### src/rtl/morse_pkg.sv
// Shared definitions for the morse transmitter write-port arbiter:
// FSM encodings, the default gap byte and the index-width helper.
package morse_pkg;

  typedef enum logic [1:0] {
    ST_IDLE  = 2'd0,
    ST_GRANT = 2'd1,
    ST_GAP   = 2'd2
  } arb_state_e;

  localparam logic [7:0] ASCII_SPACE = 8'h20;

  // Grant index width; a single requester still needs one bit.
  function automatic int idxw(input int n);
    return (n <= 1) ? 1 : $clog2(n);
  endfunction

endpackage

### src/rtl/rr_pick.sv
// Combinational round-robin picker: returns the first set request after
// ptr (circular), plus a flag saying whether any request is set.
module rr_pick
  import morse_pkg::*;
#(
  parameter int NREQ = 4,
  parameter int IDXW = idxw(NREQ)
) (
  input  logic [NREQ-1:0] req,
  input  logic [IDXW-1:0] ptr,
  output logic [IDXW-1:0] idx,
  output logic            any_valid
);

  // Walk from the farthest candidate to the nearest so the nearest wins.
  always_comb begin
    idx       = '0;
    any_valid = 1'b0;
    for (int k = NREQ; k >= 1; k--) begin
      if (req[(int'(ptr) + k) % NREQ]) begin
        idx       = IDXW'((int'(ptr) + k) % NREQ);
        any_valid = 1'b1;
      end
    end
  end

endmodule

### src/rtl/morse_tx_arbiter.sv
// Round-robin arbiter in front of the morse transmitter byte-write port.
// A grant lasts a whole message; MORSE_ARB_GAP_EN adds a gap byte after each.
//
// Handshake: a beat on source i happens on a rising edge where
// req_valid[i] & req_ready[i]; a source must hold data/last stable while
// valid is high and not yet accepted. tx_write_en is a single-cycle strobe
// qualified by !tx_full.
module morse_tx_arbiter
  import morse_pkg::*;
#(
  parameter int NREQ      = 4,
  parameter int MAX_STALL = 1023
`ifdef MORSE_ARB_GAP_EN
  , parameter logic [7:0] GAP_CHAR = ASCII_SPACE
`endif
  , localparam int IDXW   = idxw(NREQ)
) (
  input  logic              clk,
  input  logic              arst,
  input  logic [NREQ-1:0]   req_valid,
  input  logic [8*NREQ-1:0] req_data,
  input  logic [NREQ-1:0]   req_last,
  output logic [NREQ-1:0]   req_ready,
  output logic              tx_write_en,
  output logic [7:0]        tx_ascii,
  input  logic              tx_full,
  output logic [IDXW-1:0]   grant_idx,
  output logic              busy,
  output logic              stall_err,
  output logic [1:0]        state_dbg
);

  localparam int CW = $clog2(MAX_STALL + 1);

  arb_state_e      state_q, state_d;
  logic [IDXW-1:0] grant_q, grant_d;
  logic [IDXW-1:0] rr_q, rr_d;
  logic [CW-1:0]   stall_q, stall_d;
  logic [IDXW-1:0] pick_idx;
  logic            pick_any;
  logic            g_valid, g_last, beat;
  logic [7:0]      g_data;

  rr_pick #(.NREQ(NREQ), .IDXW(IDXW)) u_pick (
    .req       (req_valid),
    .ptr       (rr_q),
    .idx       (pick_idx),
    .any_valid (pick_any)
  );

  assign g_valid = req_valid[grant_q];
  assign g_last  = req_last[grant_q];
  assign g_data  = req_data[8*int'(grant_q) +: 8];
  assign beat    = (state_q == ST_GRANT) && g_valid && !tx_full;

  always_ff @(posedge clk or posedge arst) begin
    if (arst) begin
      state_q <= ST_IDLE;
      grant_q <= '0;
      rr_q    <= IDXW'(NREQ - 1);
      stall_q <= '0;
    end else begin
      state_q <= state_d;
      grant_q <= grant_d;
      rr_q    <= rr_d;
      stall_q <= stall_d;
    end
  end

  always_comb begin
    state_d     = state_q;
    grant_d     = grant_q;
    rr_d        = rr_q;
    stall_d     = stall_q;
    req_ready   = '0;
    tx_write_en = 1'b0;
    tx_ascii    = '0;
    stall_err   = 1'b0;
    case (state_q)
      ST_IDLE: begin
        stall_d = '0;
        if (pick_any) begin
          grant_d = pick_idx;
          state_d = ST_GRANT;
        end
      end
      ST_GRANT: begin
        req_ready[grant_q] = !tx_full;
        tx_write_en        = g_valid && !tx_full;
        tx_ascii           = g_data;
        if (beat) begin
          stall_d = '0;
          if (g_last) begin
            rr_d    = grant_q;
`ifdef MORSE_ARB_GAP_EN
            state_d = ST_GAP;
`else
            state_d = ST_IDLE;
`endif
          end
        end else if (!g_valid) begin
          // The idle cycle that brings the count to MAX_STALL revokes the grant.
          if (stall_q == CW'(MAX_STALL - 1)) begin
            stall_err = 1'b1;
            rr_d      = grant_q;
            stall_d   = '0;
            state_d   = ST_IDLE;
          end else begin
            stall_d = stall_q + CW'(1);
          end
        end
      end
`ifdef MORSE_ARB_GAP_EN
      ST_GAP: begin
        tx_write_en = !tx_full;
        tx_ascii    = GAP_CHAR;
        if (!tx_full) state_d = ST_IDLE;
      end
`endif
      default: state_d = ST_IDLE;
    endcase
  end

  assign grant_idx = grant_q;
  assign busy      = (state_q != ST_IDLE);
  assign state_dbg = state_q;

endmodule

### config.mk
export PLATFORM = sky130hd
export DESIGN_NAME = morse_tx_arbiter
export DESIGN_NICKNAME = d
export VERILOG_FILES = /design/src/rtl/morse_pkg.sv /design/src/rtl/rr_pick.sv /design/src/rtl/morse_tx_arbiter.sv
export SDC_FILE = /design/constraint.sdc
export NUM_CORES = 1
export LEC_CHECK = 0
export CAP_MARGIN = 15
export CORE_MARGIN = 8
export CORE_UTILIZATION = 44
export CTS_CLUSTER_DIAMETER = 40
export CTS_CLUSTER_SIZE = 8
export DETAILED_ROUTE_END_ITERATION = 10
export HOLD_SLACK_MARGIN = 0.15
export PLACE_DENSITY = 0.86
export SYNTH_ARGS = -nofsm -noshare
export SYNTH_HDL_FRONTEND = slang
export SYNTH_SLANG_ARGS = --single-unit
### constraint.sdc
create_clock -name clk -period 4.7 [get_ports clk]
set_input_delay 0.705 -clock clk [delete_from_list [all_inputs] [get_ports clk]]
set_output_delay 0.705 -clock clk [all_outputs]
set_load 0.01 [all_outputs]
Word level (Yosys, flattened, before mapping)
Index checks and enable logic that the tools add are counted.
Cells by class
  add/sub/neg operators: 5
  $lt $le $gt $ge: 6
  equal/unequal tests: 8
  shift-type cells: 1
  multiplexer cells: 47
  bitwise logic cells: 5
  reductions and logical operators: 17
Operators by type and width (number)
  indexed part select 32 x 6 -> 8 bit: 1
  two-way mux 10 bit: 3
  two-way mux 2 bit: 13
  two-way mux 1 bit: 20
  case mux 10 bit (2 select lines): 1
  < comparator 3 x 4 -> 1 bit, second input constant: 4
  binary-select mux 1 bit (select 2 bit): 6
  adder 10 x 1 -> 10 bit, second input constant: 1
  == test 10 bit, second input constant: 1
  two-way mux 8 bit: 1
  AND reduction 4 bit: 2
  OR reduction 2 bit: 4
  != test 3 bit, second input constant: 2
  nonzero test 2 bit: 3
  adder 2 x 1 -> 2 bit, second input constant: 2
  adder 2 bit, second input constant: 2
  AND 1 bit, first input constant: 4
  AND 4 bit: 1
  logical AND 1 bit: 4
  two-way mux 4 bit: 1
  != test 2 bit, second input constant: 2
  case mux 2 bit (2 select lines): 1
  AND reduction 2 bit: 2
  < comparator 2 x 3 -> 1 bit, second input constant: 1
  7 further kinds: 7
Word-level totals
  register bits: 16
  output and inout bits: 19

Depth between registers and ports, before layout
Gate-level depths: netlist of run 1.
  depth in word-level cells: 12
  depth in mapped cells: 6
  mapped depth without buffers: 6

Modules after synthesis
A second synthesis of run 1 with hierarchy kept.
Second synthesis, totals
  cell total of the unflattened synthesis: 138
  area, all modules: 1272.5 um2
By module, submodules not included
  morse_tx_arbiter: times used 1, cells an instance 124, area an instance 1181.1 um2, sequential area each 377.9 um2
  rr_pick: times used 1, cells an instance 14, area an instance 91.3 um2, sequential area each 0.0 um2

Worst setup path after synthesis of run 1
OpenSTA, ideal clock, no wires.
  path kind: input-to-output
  start: input req_valid[3]
  end: output stall_err
  arrival: 1.995 ns
  data required time: 3.995 ns
  path slack: 2.000 ns
  cell stages on the path: 3
  path buffers: 0
  cell sequence: mux4_2 or4_4 nor2_1
On the way
  cells in the longest elaborated chain, start to end: 6
  elaborated cells on any way between the ends: 7
Ends and longest elaborated chain
  start, declared: line morse_tx_arbiter.sv:20  | input logic [NREQ-1:0] req_valid,
  binary-select mux 1 bit (select 2 bit) *: line morse_tx_arbiter.sv:51  | assign g_valid = req_valid[grant_q];
  two-way mux 1 bit (not written as such) *: line morse_tx_arbiter.sv:51
  logical AND 1 bit (2 in series): line morse_tx_arbiter.sv:54  | assign beat = (state_q == ST_GRANT) && g_valid && !tx_full;
  two-way mux 1 bit *: line morse_tx_arbiter.sv:91  | if (beat) begin
  two-way mux 1 bit *: line morse_tx_arbiter.sv:79  | case (state_q)
  end, declared: line morse_tx_arbiter.sv:29  | output logic stall_err,
Every way passes the cells marked *; elsewhere a longest branch is shown, timed or not. The select of a mux whose other input is x is not followed.

Final worst setup path of run 1
  start: input req_valid[1]
  end: output stall_err
The elaborated chain is that of the path after synthesis.

==> results of run 1 <==
[logic make-up (layout without fill, tap and decap cells)]
kind of cell,Yosys count,count (layout),synth area share (%)
adders and majority gates,2,2,1.97
DFF,15,15,29.8
muxes,15,15,22.7
AOI/OAI and AO/OA,29,29,14.6
buffers and inverters,16,71,6.01
other,1,1,0.296
and+or+nand+nor,52,52,21.9
xor gates and xnor gates,4,4,2.76
[flip-flops by register name (all words and copies together) (netlist names)]
name	count
grant_idx	2
stall_q	10
state_dbg	1
rr_q	2
[cell type report]
cell class | count | area [um^2]
Fill cell | 228 | 873
Inverter | 7 | 26.3
Sequential cell | 15 | 378
Multi-Input combinational cell | 103 | 815
Timing Repair Buffer | 60 | 601
Tap cell | 31 | 38.8
Clock buffer | 4 | 26.3
[per-layer routing]
metal / vias to the layer above / GRT usage (%) / share of wire [%]
met5: - / 0 / 0
met4: 0 / 4.24 / 0.79
met3: 4 / 4.29 / 8.6
met2: 78 / 27.7 / 46
met1: 634 / 20.8 / 44
li1: 606 / - / -
[tightest hold or removal path, stage by stage, from the launching register on]
cell	delay, ps
dfstp_2	400
o21ai_0	70
o22ai_1	70
[layout by cell type (no fill, tap or decap), drive strengths merged, types with 3 or more instances in the layout]
cell type and instances:
nand2 10, or4 3, o31ai 4, a21oi 6, dfrtp 13, a31oi 4
clkbuf 4, nor2 11, inv 7, mux4 10, nand3 5, xnor2 3
mux2 4, and2 10, nand2b 3, clkdlybuf4s50 60, o21ai 6
[worst paths after layout]
path | end | slack [ps] | cells after the start
setup / recovery | stall_err | 890 | 5
hold / removal | rr_q[1] | 550 | 2
setup reg to reg | stall_q[9] | 2200 | 4
hold reg to reg | rr_q[1] | 550 | 2
max in group asynchronous | stall_q[4] | 3570 | 2
min in group asynchronous | grant_idx[0] | 760 | 2
[through the flow]
stage / std cells / setup WS [ps] / instance area [um^2] / hold WS [ps] / utilization, %
after global placement: 216 / 947 / 1860 / 514 / 67.4
final: 220 / 889 / 1880 / 546 / 68.3
after detailed placement: 216 / 905 / 1860 / 532 / 67.4
after floorplan: 134 / 2000 / 1270 / 483 / -
after global routing: 220 / 797 / 1880 / 575 / 68.3
after CTS: 220 / 892 / 1880 / 544 / 68.3
[power by group]
group / internal [uW] / total, uW / switching, uW
clock: 32.9 / 72.0 / 39.1
sequential: 167 / 270 / 103
combinational: 314 / 508 / 194
total: 514 / 849 / 335
==> impl_metrics.json, run 1 <==
{
  "cp_num_buf_inv": 2,
  "hold_path.class": "flop to flop",
  "worstPathCellList": "clkdlybuf4s50_1 > mux4_2 > or4_4 > nor2_1 > clkdlybuf4s50_1",
  "r2r-start": "grant_idx[1]",
  "routabilityCongestion": 0.793,
  "area_growth_pct": 48.5,
  "cp_common_cell": "clkdlybuf4s50_1",
  "wl_per_cell_um": 18.5,
  "port-buffer-count": 60,
  "synth_cell_types": 41,
  "clock_path_buffers": 2,
  "post_cts_buffers": 0,
  "path_class": "primary input to output pin",
  "numCtsBuffers": 3,
  "wirelength_mm": 4.06,
  "yosysWarnings": 0,
  "hold_buffers": 0,
  "syn_area_per_cell_um2": 9.47,
  "grt_pass1_vias": 1334,
  "grt_overflow": 0,
  "clk_latency_ps": 280,
  "hold_viol": 0,
  "core-area_um2": 2760,
  "syn_area_um2": 1270,
  "cp_max_fo": 9,
  "worst_setup_path_start_kind": "primary input",
  "ys_ff_latch": 15,
  "timing.final.crit_share_pct": 81.1,
  "cp_top_family": "buffers and inverters",
  "max_stage_delay_ps": 620,
  "final_antenna_net_count": 0,
  "fin_skew_ps": 7.97,
  "p_per_area_nw_per_um2": 451,
  "ys_top_cells_by_count": "dfrtp_1 (13), nor2_1 (11), and2_1 (10), nand2_1 (10), mux4_2 (8)",
  "grt_max_degree": 24,
  "n_antenna_cell": 0,
  "cts.clk_slew.worst_paths_ps": 90,
  "grt_usage_pct": 16.6,
  "leakage_uw": 0.000729,
  "placementRows": 19,
  "rsz0062_at_grt": "false",
  "post_cts_resize_count": 0,
  "drive_above_1_share_pct": 10.1,
  "crit_path_start": "req_valid[1]",
  "maxSlewViolCount": 0,
  "fin_nets": 235,
  "vias_per_cell": 6.01,
  "period_needed_ps": 3810,
  "io_pins": 62,
  "end_kind": "output pin",
  "synth_top_flop_cell": "dfrtp_1",
  "dp_hpwl_mm": 3.26,
  "numClockSinks": 15,
  "netlist.top_cell.by_area": "dfrtp_1",
  "drt_pass1_iterations": 4,
  "tns_ps": 0,
  "cap_violations": 0,
  "antenna_found_initial": 0,
  "synth_seq_area_share_pct": 29.8,
  "die_x_um": 69.7,
  "syn-instance-count": 134,
  "num_vias": 1322,
  "clock-root-buffer": "clkbuf_4",
  "worstMarginPinSlew_ps": 809,
  "slowest_stage": "mux4_2",
  "async_flop_share_pct": 100,
  "relSlewSlack_pct": 46.1,
  "fmax_mhz": 262,
  "yosys-top-cells-area": "dfrtp_1 (26%), mux4_2 (14%), and2_1 (4.9%), dfstp_2 (4.1%), mux4_1 (4.1%)",
  "first_iter_violations": 44,
  "crit_required_ps": 3990,
  "die_h_um": 69.7,
  "status": "finished clean",
  "syn_nets": 179,
  "worstHoldStart": "rr_q[1]",
  "initial_core_util_pct": 46.0,
  "design_power_total_uw": 849,
  "grt_pass1_wl_mm": 6.72,
  "drc": 0,
  "setup_violations": 0,
  "synth.top_cell.area_share_pct": 25.6,
  "crit_arrival_ps": 3110,
  "yosysMostFrequentCell": "dfrtp_1",
  "vdd_ir_drop_max_v": 0.000413,
  "cts_tree": "done",
  "cts.htree.levels": 1,
  "die_area_um2": 4860,
  "synth_edf_count": 0
}
Note: power is estimated with default switching activity, not from simulation.
==> run 2, diff against run 1 <==
Settings changed: CORE_UTILIZATION 44 to 37, PLACE_DENSITY 0.86 to 0.77.
Clock period 4.7 ns to 3.2 ns, I/O delays scaled along.
==> impl_metrics.json, run 2 (synthesis results as in run 1) <==
{
  "status": "finished clean",
  "layout_common_cells": "clkdlybuf4s50_1 (60), dfrtp_1 (13), nor2_1 (11)",
  "worstMarginPinSlew_ps": 587,
  "fmax_mhz": 319,
  "grt_pass1_vias": 1361,
  "cp_max_fo": 2,
  "routabilityCongestion": 0.836,
  "fin_skew_ps": 1.84,
  "max_stage_delay_ps": 560,
  "area_growth_pct": 55.3,
  "setup_violations": 0,
  "cts_tree": "done",
  "vias_per_cell": 5.45,
  "n_antenna_cell": 0,
  "tns_ps": 0,
  "clock_path_buffers": 2,
  "relSlewSlack_pct": 60.4,
  "end_kind": "output pin",
  "cts.clk_slew.worst_paths_ps": 90,
  "worst_setup_path_start_kind": "primary input",
  "io_pins": 62,
  "antenna_found_initial": 0,
  "grt_pass1_wl_mm": 6.71,
  "crit_arrival_ps": 2650,
  "first_iter_violations": 86,
  "period_needed_ps": 3130,
  "hold_path.class": "primary input to asynchronous set/reset pin",
  "initial_core_util_pct": 38.3,
  "post-route-util_pct": 59.5,
  "numClockSinks": 15,
  "port-buffer-count": 60,
  "placementRows": 21,
  "clk_latency_ps": 290,
  "rsz0062_at_grt": "false",
  "vdd_ir_drop_max_v": 0.000262,
  "final_common_cell": "clkdlybuf4s50_1",
  "timing.final.crit_share_pct": 97.9,
  "numCtsBuffers": 3,
  "cp.depth": 5,
  "hold_viol": 0,
  "leakage_uw": 0.000772,
  "wl_per_cell_um": 17.9,
  "slowest_stage": "or4_4",
  "top_register": "stall_q",
  "wirelength_mm": 4.36,
  "grt_max_degree": 23,
  "cp_num_buf_inv": 2,
  "die_h_um": 74.6,
  "post_cts_buffers": 0,
  "drt_pass1_iterations": 4,
  "cap_violations": 0,
  "num_vias": 1331,
  "p_per_area_nw_per_um2": 660,
  "worst_hold_slack_ps": 533,
  "cp_common_cell": "clkdlybuf4s50_1",
  "largest_reg_flops": 10,
  "die_x_um": 74.6,
  "clock-root-buffer": "clkbuf_4",
  "post_cts_resize_count": 0,
  "final_antenna_net_count": 0,
  "fin_nets": 244,
  "grt_overflow": 0,
  "crit_required_ps": 2720,
  "reg2reg_depth": 5,
  "dp_hpwl_mm": 3.51,
  "multi_input_area_um2": 815,
  "hold_buffers": 0,
  "grt_usage_pct": 15.5,
  "cp_top_family": "buffers and inverters",
  "die_area_um2": 5560,
  "drive_above_1_share_pct": 14.1,
  "fill_cells": 289,
  "drc": 0,
  "path_class": "primary input to output pin",
  "regArea_um2": 378,
  "core-area_um2": 3310,
  "maxSlewViolCount": 0,
  "worstPathCellList": "clkdlybuf4s50_1 > mux4_2 > or4_4 > nor2_1 > clkdlybuf4s50_1",
  "cts.htree.levels": 1
}
## run 2: changes by cell type in the layout (fill, tap and decap cells not counted)
cell	before	now
buf_4	0	9
## run 2: area by class of cell
cell class                      count  share of cell area (%)
Inverter                            7                    1.33
Timing Repair Buffer               69                    33.9
Sequential cell                    15                    19.2
Multi-Input combinational cell    103                    41.3
Tap cell                           46                    2.92
Clock buffer                        4                    1.33
## run 2: power breakdown
| part | total [uW] | switching, uW | leakage (uW) | internal [uW] |
|---|---|---|---|---|
| clock network | 113 | 64.0 | 0.0000150 | 48.6 |
| logic | 891 | 398 | 0.000565 | 493 |
| registers | 298 | 50.4 | 0.000191 | 248 |
| total | 1300 | 513 | 0.000772 | 789 |
## run 2: worst paths after layout
check,from,slack [ps],to
hold reg to reg,rr_q[0],540,rr_q[0]
setup / recovery,req_valid[3],70,stall_err
min in group clk,rr_q[0],540,rr_q[0]
max in group asynchronous,arst,2290,rr_q[0]
setup reg to reg,grant_idx[1],1090,stall_q[8]
hold / removal,arst,530,stall_q[6]
## run 2: stage by stage
step	power [uW]	cells	instance area (um^2)	setup slack, ps
after floorplan	827	134	1270	765
final	1300	244	1970	65.8
after detailed placement	1190	240	1940	76.1
after global routing	1390	244	1970	14.9
after CTS	1310	244	1970	66.8
after global placement	1170	240	1940	144
## run 2: per-layer routing
metal,share of wire [%],global-route usage [%]
met5,0,0
met3,12,3.64
met4,0.64,3.91
met2,42,25.3
met1,45,20.0
